<file path="src/rtl/ram2_ctrl_pkg.sv">
// ram2_ctrl shared types: FSM state codes, port owner codes, SRAM pin levels.
// Imported by ram2_ctrl; no logic lives here.
package ram2_ctrl_pkg;

  typedef enum logic [2:0] {
    RAM2_IDLE     = 3'd0,
    RAM2_RD       = 3'd1,
    RAM2_WR_SETUP = 3'd2,
    RAM2_WR_PULSE = 3'd3,
    RAM2_WR_HOLD  = 3'd4,
    RAM2_DONE     = 3'd5
  } ram2_state_e;

  typedef enum logic {
    RAM_PORT_IF  = 1'b0,
    RAM_PORT_MEM = 1'b1
  } ram2_port_e;

  localparam logic RAM_EN  = 1'b0;
  localparam logic RAM_DIS = 1'b1;

  localparam int BUS_ADDR_W = 32;

endpackage

</file>
<file path="src/rtl/ram2_ctrl.sv">
// RAM2 SRAM controller: MEM-over-IF arbitration, multi-cycle SRAM sequencing.
// Define RAM2_CTRL_POSTED_WR_EN to ack MEM stores before the write runs.
module ram2_ctrl
  import ram2_ctrl_pkg::*;
#(
  parameter int ADDR_W = 12,
  parameter int DATA_W = 32
) (
  input  logic                  clk,
  input  logic                  rst,
  input  logic                  if_req_i,
  input  logic [BUS_ADDR_W-1:0] if_addr_i,
  output logic                  if_ack_o,
  output logic [DATA_W-1:0]     if_inst_o,
  input  logic                  mem_req_i,
  input  logic                  mem_we_i,
  input  logic [BUS_ADDR_W-1:0] mem_addr_i,
  input  logic [DATA_W-1:0]     mem_data_i,
  output logic                  mem_ack_o,
  output logic [DATA_W-1:0]     mem_data_o,
  output logic                  stall_req_o,
  output logic [ADDR_W-1:0]     ram_addr_o,
  output logic [DATA_W-1:0]     ram_data_o,
  output logic                  ram_data_oe_o,
  input  logic [DATA_W-1:0]     ram_data_i,
  output logic                  ram_ce_n_o,
  output logic                  ram_oe_n_o,
  output logic                  ram_we_n_o
);

  ram2_state_e r_state;
  ram2_state_e w_next;
  ram2_port_e  r_owner;
  logic        r_wr;

  logic [ADDR_W-1:0] r_addr;
  logic [DATA_W-1:0] r_wdata;
  logic [DATA_W-1:0] r_if_inst;
  logic [DATA_W-1:0] r_mem_data;

  logic r_ce_n, r_oe_n, r_we_n, r_doe;
  logic w_ce_n, w_oe_n, w_we_n, w_doe;
  logic w_done, w_if_ack, w_mem_ack;
  logic w_unused;

  // Only the low ADDR_W address bits reach the SRAM.
  assign w_unused = ^{if_addr_i, mem_addr_i};

  always_ff @(posedge clk or negedge rst) begin
    if (!rst) r_state <= RAM2_IDLE;
    else      r_state <= w_next;
  end

  always_comb begin
    w_next = r_state;
    unique case (r_state)
      RAM2_IDLE: begin
        if (mem_req_i)
          w_next = mem_we_i ? RAM2_WR_SETUP : RAM2_RD;
        else if (if_req_i)
          w_next = RAM2_RD;
      end
      RAM2_RD:       w_next = RAM2_DONE;
      RAM2_WR_SETUP: w_next = RAM2_WR_PULSE;
      RAM2_WR_PULSE: w_next = RAM2_WR_HOLD;
      RAM2_WR_HOLD:  w_next = RAM2_DONE;
      RAM2_DONE:     w_next = RAM2_IDLE;
      default:       w_next = RAM2_IDLE;
    endcase
  end

  // Pin levels are decoded from the next state so the registered
  // pins line up with the state they belong to.
  always_comb begin
    w_ce_n = RAM_DIS;
    w_oe_n = RAM_DIS;
    w_we_n = RAM_DIS;
    w_doe  = 1'b0;
    unique case (w_next)
      RAM2_RD: begin
        w_ce_n = RAM_EN;
        w_oe_n = RAM_EN;
      end
      RAM2_WR_SETUP, RAM2_WR_HOLD: begin
        w_ce_n = RAM_EN;
        w_doe  = 1'b1;
      end
      RAM2_WR_PULSE: begin
        w_ce_n = RAM_EN;
        w_we_n = RAM_EN;
        w_doe  = 1'b1;
      end
      default: ;
    endcase
    w_done   = (r_state == RAM2_DONE);
    w_if_ack = w_done && (r_owner == RAM_PORT_IF);
`ifdef RAM2_CTRL_POSTED_WR_EN
    w_mem_ack = (r_state == RAM2_WR_SETUP) ||
                (w_done && (r_owner == RAM_PORT_MEM) && !r_wr);
`else
    w_mem_ack = w_done && (r_owner == RAM_PORT_MEM);
`endif
  end

  always_ff @(posedge clk or negedge rst) begin
    if (!rst) begin
      r_ce_n     <= RAM_DIS;
      r_oe_n     <= RAM_DIS;
      r_we_n     <= RAM_DIS;
      r_doe      <= 1'b0;
      r_addr     <= '0;
      r_wdata    <= '0;
      r_owner    <= RAM_PORT_IF;
      r_wr       <= 1'b0;
      r_if_inst  <= '0;
      r_mem_data <= '0;
    end else begin
      r_ce_n <= w_ce_n;
      r_oe_n <= w_oe_n;
      r_we_n <= w_we_n;
      r_doe  <= w_doe;
      if (r_state == RAM2_IDLE) begin
        priority case (1'b1)
          mem_req_i: begin
            r_addr  <= mem_addr_i[ADDR_W-1:0];
            r_wdata <= mem_data_i;
            r_owner <= RAM_PORT_MEM;
            r_wr    <= mem_we_i;
          end
          if_req_i: begin
            r_addr  <= if_addr_i[ADDR_W-1:0];
            r_owner <= RAM_PORT_IF;
            r_wr    <= 1'b0;
          end
          default: ;
        endcase
      end
      if (r_state == RAM2_RD) begin
        if (r_owner == RAM_PORT_MEM) r_mem_data <= ram_data_i;
        else                         r_if_inst  <= ram_data_i;
      end
    end
  end

  assign if_ack_o      = w_if_ack;
  assign mem_ack_o     = w_mem_ack;
  assign if_inst_o     = r_if_inst;
  assign mem_data_o    = r_mem_data;
  assign ram_addr_o    = r_addr;
  assign ram_data_o    = r_wdata;
  assign ram_data_oe_o = r_doe;
  assign ram_ce_n_o    = r_ce_n;
  assign ram_oe_n_o    = r_oe_n;
  assign ram_we_n_o    = r_we_n;

  assign stall_req_o = (if_req_i  & ~w_if_ack) |
                       (mem_req_i & ~w_mem_ack);

endmodule

</file>
<file path="config.mk">
export PLATFORM = sky130hd
export DESIGN_NAME = ram2_ctrl
export DESIGN_NICKNAME = d
export VERILOG_FILES = /design/src/rtl/ram2_ctrl_pkg.sv /design/src/rtl/ram2_ctrl.sv
export SDC_FILE = /design/constraint.sdc
export NUM_CORES = 1
export LEC_CHECK = 0
export CAP_MARGIN = 20
export CORE_MARGIN = 3
export CORE_UTILIZATION = 40
export CTS_BUF_LIST = sky130_fd_sc_hd__clkbuf_4 sky130_fd_sc_hd__clkbuf_8
export CTS_CLUSTER_SIZE = 14
export DETAILED_ROUTE_END_ITERATION = 8
export MAX_ROUTING_LAYER = met4
export PLACE_DENSITY = 0.86
export SLEW_MARGIN = 20
export SYNTH_ARGS = -nofsm -noshare
export SYNTH_HDL_FRONTEND = slang
export SYNTH_SLANG_ARGS = --single-unit
</file>
<file path="constraint.sdc">
create_clock -name clk -period 2 [get_ports clk]
set_input_delay 0.2 -clock clk [delete_from_list [all_inputs] [get_ports clk]]
set_output_delay 0.2 -clock clk [all_outputs]
set_load 0.05 [all_outputs]
</file>
# Yosys cells after proc, flatten, opt, wreduce, memory -nomap -nowiden
# Cells that the tools add are included.
# classes
n_reduce_logical,11
muxes,12
eq_ne,9
bitwise,6
# op_table
op,n
2-to-1 mux 12 bit,2
"equality test 3 x 2 -> 1 bit, second input constant",4
case mux 3 bit (4 select lines),1
"equality test 3 bit, second input constant",3
AND reduction 2 bit,4
"equality test 3 x 1 -> 1 bit, second input constant",2
2-to-1 mux 1 bit,6
2-to-1 mux 3 bit,2
OR reduction 4 bit,1
zero test 3 bit,1
NOT 1 bit,3
OR reduction 3 bit,1
AND 1 bit,2
logical AND 1 bit,2
2-to-1 mux 2 bit,1
nonzero test 2 bit,1
OR reduction 2 bit,1
bitwise OR 1 bit,1
# totals
regBits,116
in_bits,133
word_cells,48

# Logic depth before layout (Yosys ltp)
# depth
ltp_word,6
depth_mapped,6
ltp_nobuf,3

# Worst setup path before layout
# No wires, ideal clock.
# synth_timing
path_kind,register to register
from,register r_state[2]
to,register r_addr[10] (netlist: ram_addr_o[10])
setup_slack_ps,398
stages_incl_launch_ff,6
synth_period_minus_slack_ps,1602
n_path_buf,2
arrival_ps,1477
cell_sequence,dfrtp_1 > buf_2 > nor3_2 > o21a_1 > buf_4 > mux2_2
# synth_between
elab_chain_cells,2
# synth_rtl
item,line_no,text
from (decl),ram2_ctrl.sv:31,ram2_state_e r_state;
from (signal assigned),ram2_ctrl.sv:51,else r_state <= w_next;
zero test 3 bit,ram2_ctrl.sv:122,if (r_state == RAM2_IDLE) begin
AND reduction 2 bit (no source line),-,
to (signal assigned),ram2_ctrl.sv:125,r_addr <= mem_addr_i[ADDR_W-1:0];
to (signal assigned),ram2_ctrl.sv:131,r_addr <= if_addr_i[ADDR_W-1:0];
to (decl),ram2_ctrl.sv:36,logic [ADDR_W-1:0] r_addr;
# Every way passes these cells.
# A chain may end at the register's enable or synchronous reset.

# Final worst setup path
# layout_timing
from,register r_addr[2] (netlist: ram_addr_o[2])
to,output ram_addr_o[2]
# layout_rtl
item,line_no,text
to (decl),ram2_ctrl.sv:22,"output logic [ADDR_W-1:0] ram_addr_o,"
# No word-level cell between the ends.

==> flow_metrics.tcl <==
set metrics [dict create \
    avgViaCountPerCell 4.74 \
    cp-start-kind "flip-flop" \
    post_drt_wl_per_cell_um 16.5 \
    use_met1_pct 21.8 \
    crit_fanout 2 \
    antennaDiodeCount 0 \
    clock_skew_ns 0.0111 \
    muxShareOfSynthArea_pct 30.0 \
    startpoint "ram_addr_o[2]$_DFFE_PN0P_" \
    grt_pass1_vias 3492 \
    setup_viol 0 \
    critPathTopFamily "buffers and inverters" \
    area_delta_synth_final_pct 61.3 \
    tightest_slew_ns 0.639 \
    crit_chain "clkdlybuf4s50_1" \
    worst_ep_arrival_time_ns 1.59 \
    numPortBuffers 207 \
    relSlewSlack_pct 57.4 \
    cts_tree "yes" \
    syn_inst 279 \
    start_util_pct 41.3 \
    clk_pin_slew_ns 0.07 \
    clock_path_buffers 2 \
    synth_area_um2 4540 \
    hp-class "primary input to asynchronous set/reset pin" \
    die_h_um 112 \
    fin_crit_ns 1.79 \
    grt_max_degree 117 \
    firstDrtPassIters 3 \
    rows 38 \
    h-tree-depth 4 \
    worst_r2r_path_depth 4 \
    layout.nets 633 \
    critPathRequiredTime_ns 1.80 \
    ff2ff_setup_slack_ns 0.33 \
    rr_startpoint "r_state[1]$_DFF_PN0_" \
    cts-buffers-inserted 17 \
    grt_overflow 0 \
    end_kind "primary output" \
    antenna_found_initial 0 \
    die_w_um 112 \
    grt.busiest_layer "met2" \
    synth_compound_gate_area_share_pct 1.16 \
    track_usage_pct 18.5 \
    slew_violations 0 \
    crit_type "flip-flop to primary output" \
    place_hpwl_um 7920 \
    grt_util_met3_pct 5.50 \
    io_pins 248 \
    drtAntennaViolNets 0 \
    cts_setup_buffers 0 \
    ys_seq_area_share_pct 64.1 \
    drc 0 \
    slowest_delay_ns 0.83 \
    ys_warn_count 0 \
    clk-insertion-delay-late_ns 0.41 \
    synth-simple-area-share_pct 1.96 \
    dr.first_iter.drc_count 82 \
    fin_tns_setup_ns 0 \
    fmax_mhz 558 \
    cap_violations 0 \
    utilization_pct 66.6 \
    coreArea_um2 11000 \
    finalWeightedCongestion 0.741 \
    fin_ws_ns 0.207 \
    cts_sinks 116 \
    stdcell_count 653 \
    fp.dieArea_um2 12700 \
    cp.depth 1 \
    synthAdderAreaFrac_pct 0.221 \
    yosys_register_bits 116 \
    synth_top_family_by_area "multiplexers" \
    period_share_pct 89.6 \
    vias 3094 \
    status "completed" \
    syn_nets 412 \
    rsz0062_at_grt "no" \
    drive_gt1_share_pct 27.9 \
    crit_path_end "ram_addr_o[2]" \
    hold_viol 0 \
    pre_cts_slack_ns 0.257 \
    grt_pass1_wl_um 17900 \
    clock-root-buffer "clkbuf_8" \
    synthXorXnorAreaFrac_pct 0 \
    wl_um 10800 \
    dp_cells 620 \
    regToRegEndpoint "ram_data_o[13]$_DFFE_PN0P_" \
    syn_area_per_cell_um2 16.3 \
    critPathBufInv 1 \
    slowest_stage "clkdlybuf4s50_1" \
    grt_use_met2_pct 30.4 \
    synthDistinctLibCells 22 \
]
cell families (layout without fill, tap and decap cells):
group           after synthesis  after routing
compound gates                9              9
mux                         121            121
fa+ha+maj                     1              1
simple gates                 15             15
buf+inv                      17            251
flops                       116            116
registers in the layout, indices dropped and copies added (netlist names), 3 cells and up:
register / count
mem_data_o: 32
ram_addr_o: 12
ram_data_o: 32
if_inst_o: 32
r_state: 3
layer usage:
metal	up-vias	share of wire [%]
li1	1430	-
met1	1530	40
met2	122	52
met3	12	6.6
met4	0	1.3
met5	-	0
cell type report:
type / count / area, µm²
clock buffers: 23 / 298
clock inverters: 9 / 199
inverters: 2 / 7.51
multi-input cells: 146 / 1530
well taps: 140 / 175
fillers: 829 / 3670
repair buffers: 217 / 2200
flip-flops and latches: 116 / 2910
per-stage QoR:
step | cell area, µm² | hold slack (ns)
6_report | 7320 | 0.380
5_1_grt | 7320 | 0.361
4_1_cts | 7310 | 0.354
3_5_place_dp | 6810 | 0.337
3_3_place_gp | 6810 | 0.332
2_1_floorplan | 4540 | -0.0956
worst min path at each step:
stage                                 end  cells after the start
3_3_place_gp   ram_data_o[23]$_DFFE_PN0P_                      2
4_1_cts         ram_data_o[0]$_DFFE_PN0P_                      2
3_5_place_dp   ram_data_o[26]$_DFFE_PN0P_                      2
2_1_floorplan    if_inst_o[0]$_DFFE_PN0P_                      0
6_report       ram_data_o[27]$_DFFE_PN0P_                      3
5_1_grt         ram_data_o[0]$_DFFE_PN0P_                      2
what timing repair did:
item | in CTS | in global routing
hold buffers | 1 | 0
resized for setup | 0 | 2
endpoints found under the setup margin | 0 | 2
hold endpoints to repair | 113 | 0
Yosys cell counts (all sizes together):
library cell | instances | area share [%]
clkbuf | 1 | 0.083
nor3 | 3 | 0.66
o21ai | 3 | 0.33
nand2 | 4 | 0.33
nand3b | 1 | 0.17
buf | 14 | 2.3
mux2 | 121 | 30
nor2 | 3 | 0.25
o21bai | 1 | 0.17
maj3 | 1 | 0.22
dfstp | 3 | 1.7
and2 | 1 | 0.14
o21a | 1 | 0.17
or3 | 1 | 0.14
dfrtp | 113 | 62
a211oi | 1 | 0.17
inv | 2 | 0.17
nand2b | 2 | 0.28
a21oi | 3 | 0.33
placed cells by master, fill, tap and decap left out, drive strengths merged, types with 2 or more instances in the layout:
| cell type | count |
|---|---|
| nand2b | 2 |
| clkbuf | 23 |
| bufinv | 6 |
| o21ai | 3 |
| clkinv | 3 |
| dfrtp | 113 |
| inv | 2 |
| clkdlybuf4s50 | 200 |
| dfstp | 3 |
| buf | 14 |
| nor2 | 3 |
| nand2 | 4 |
| dlymetal6s2s | 2 |
| nor3 | 3 |
| a21oi | 3 |
| mux2 | 121 |
Power is not shown: default switching activity piles up to over one toggle a cycle in this logic, so the estimate is an artifact.
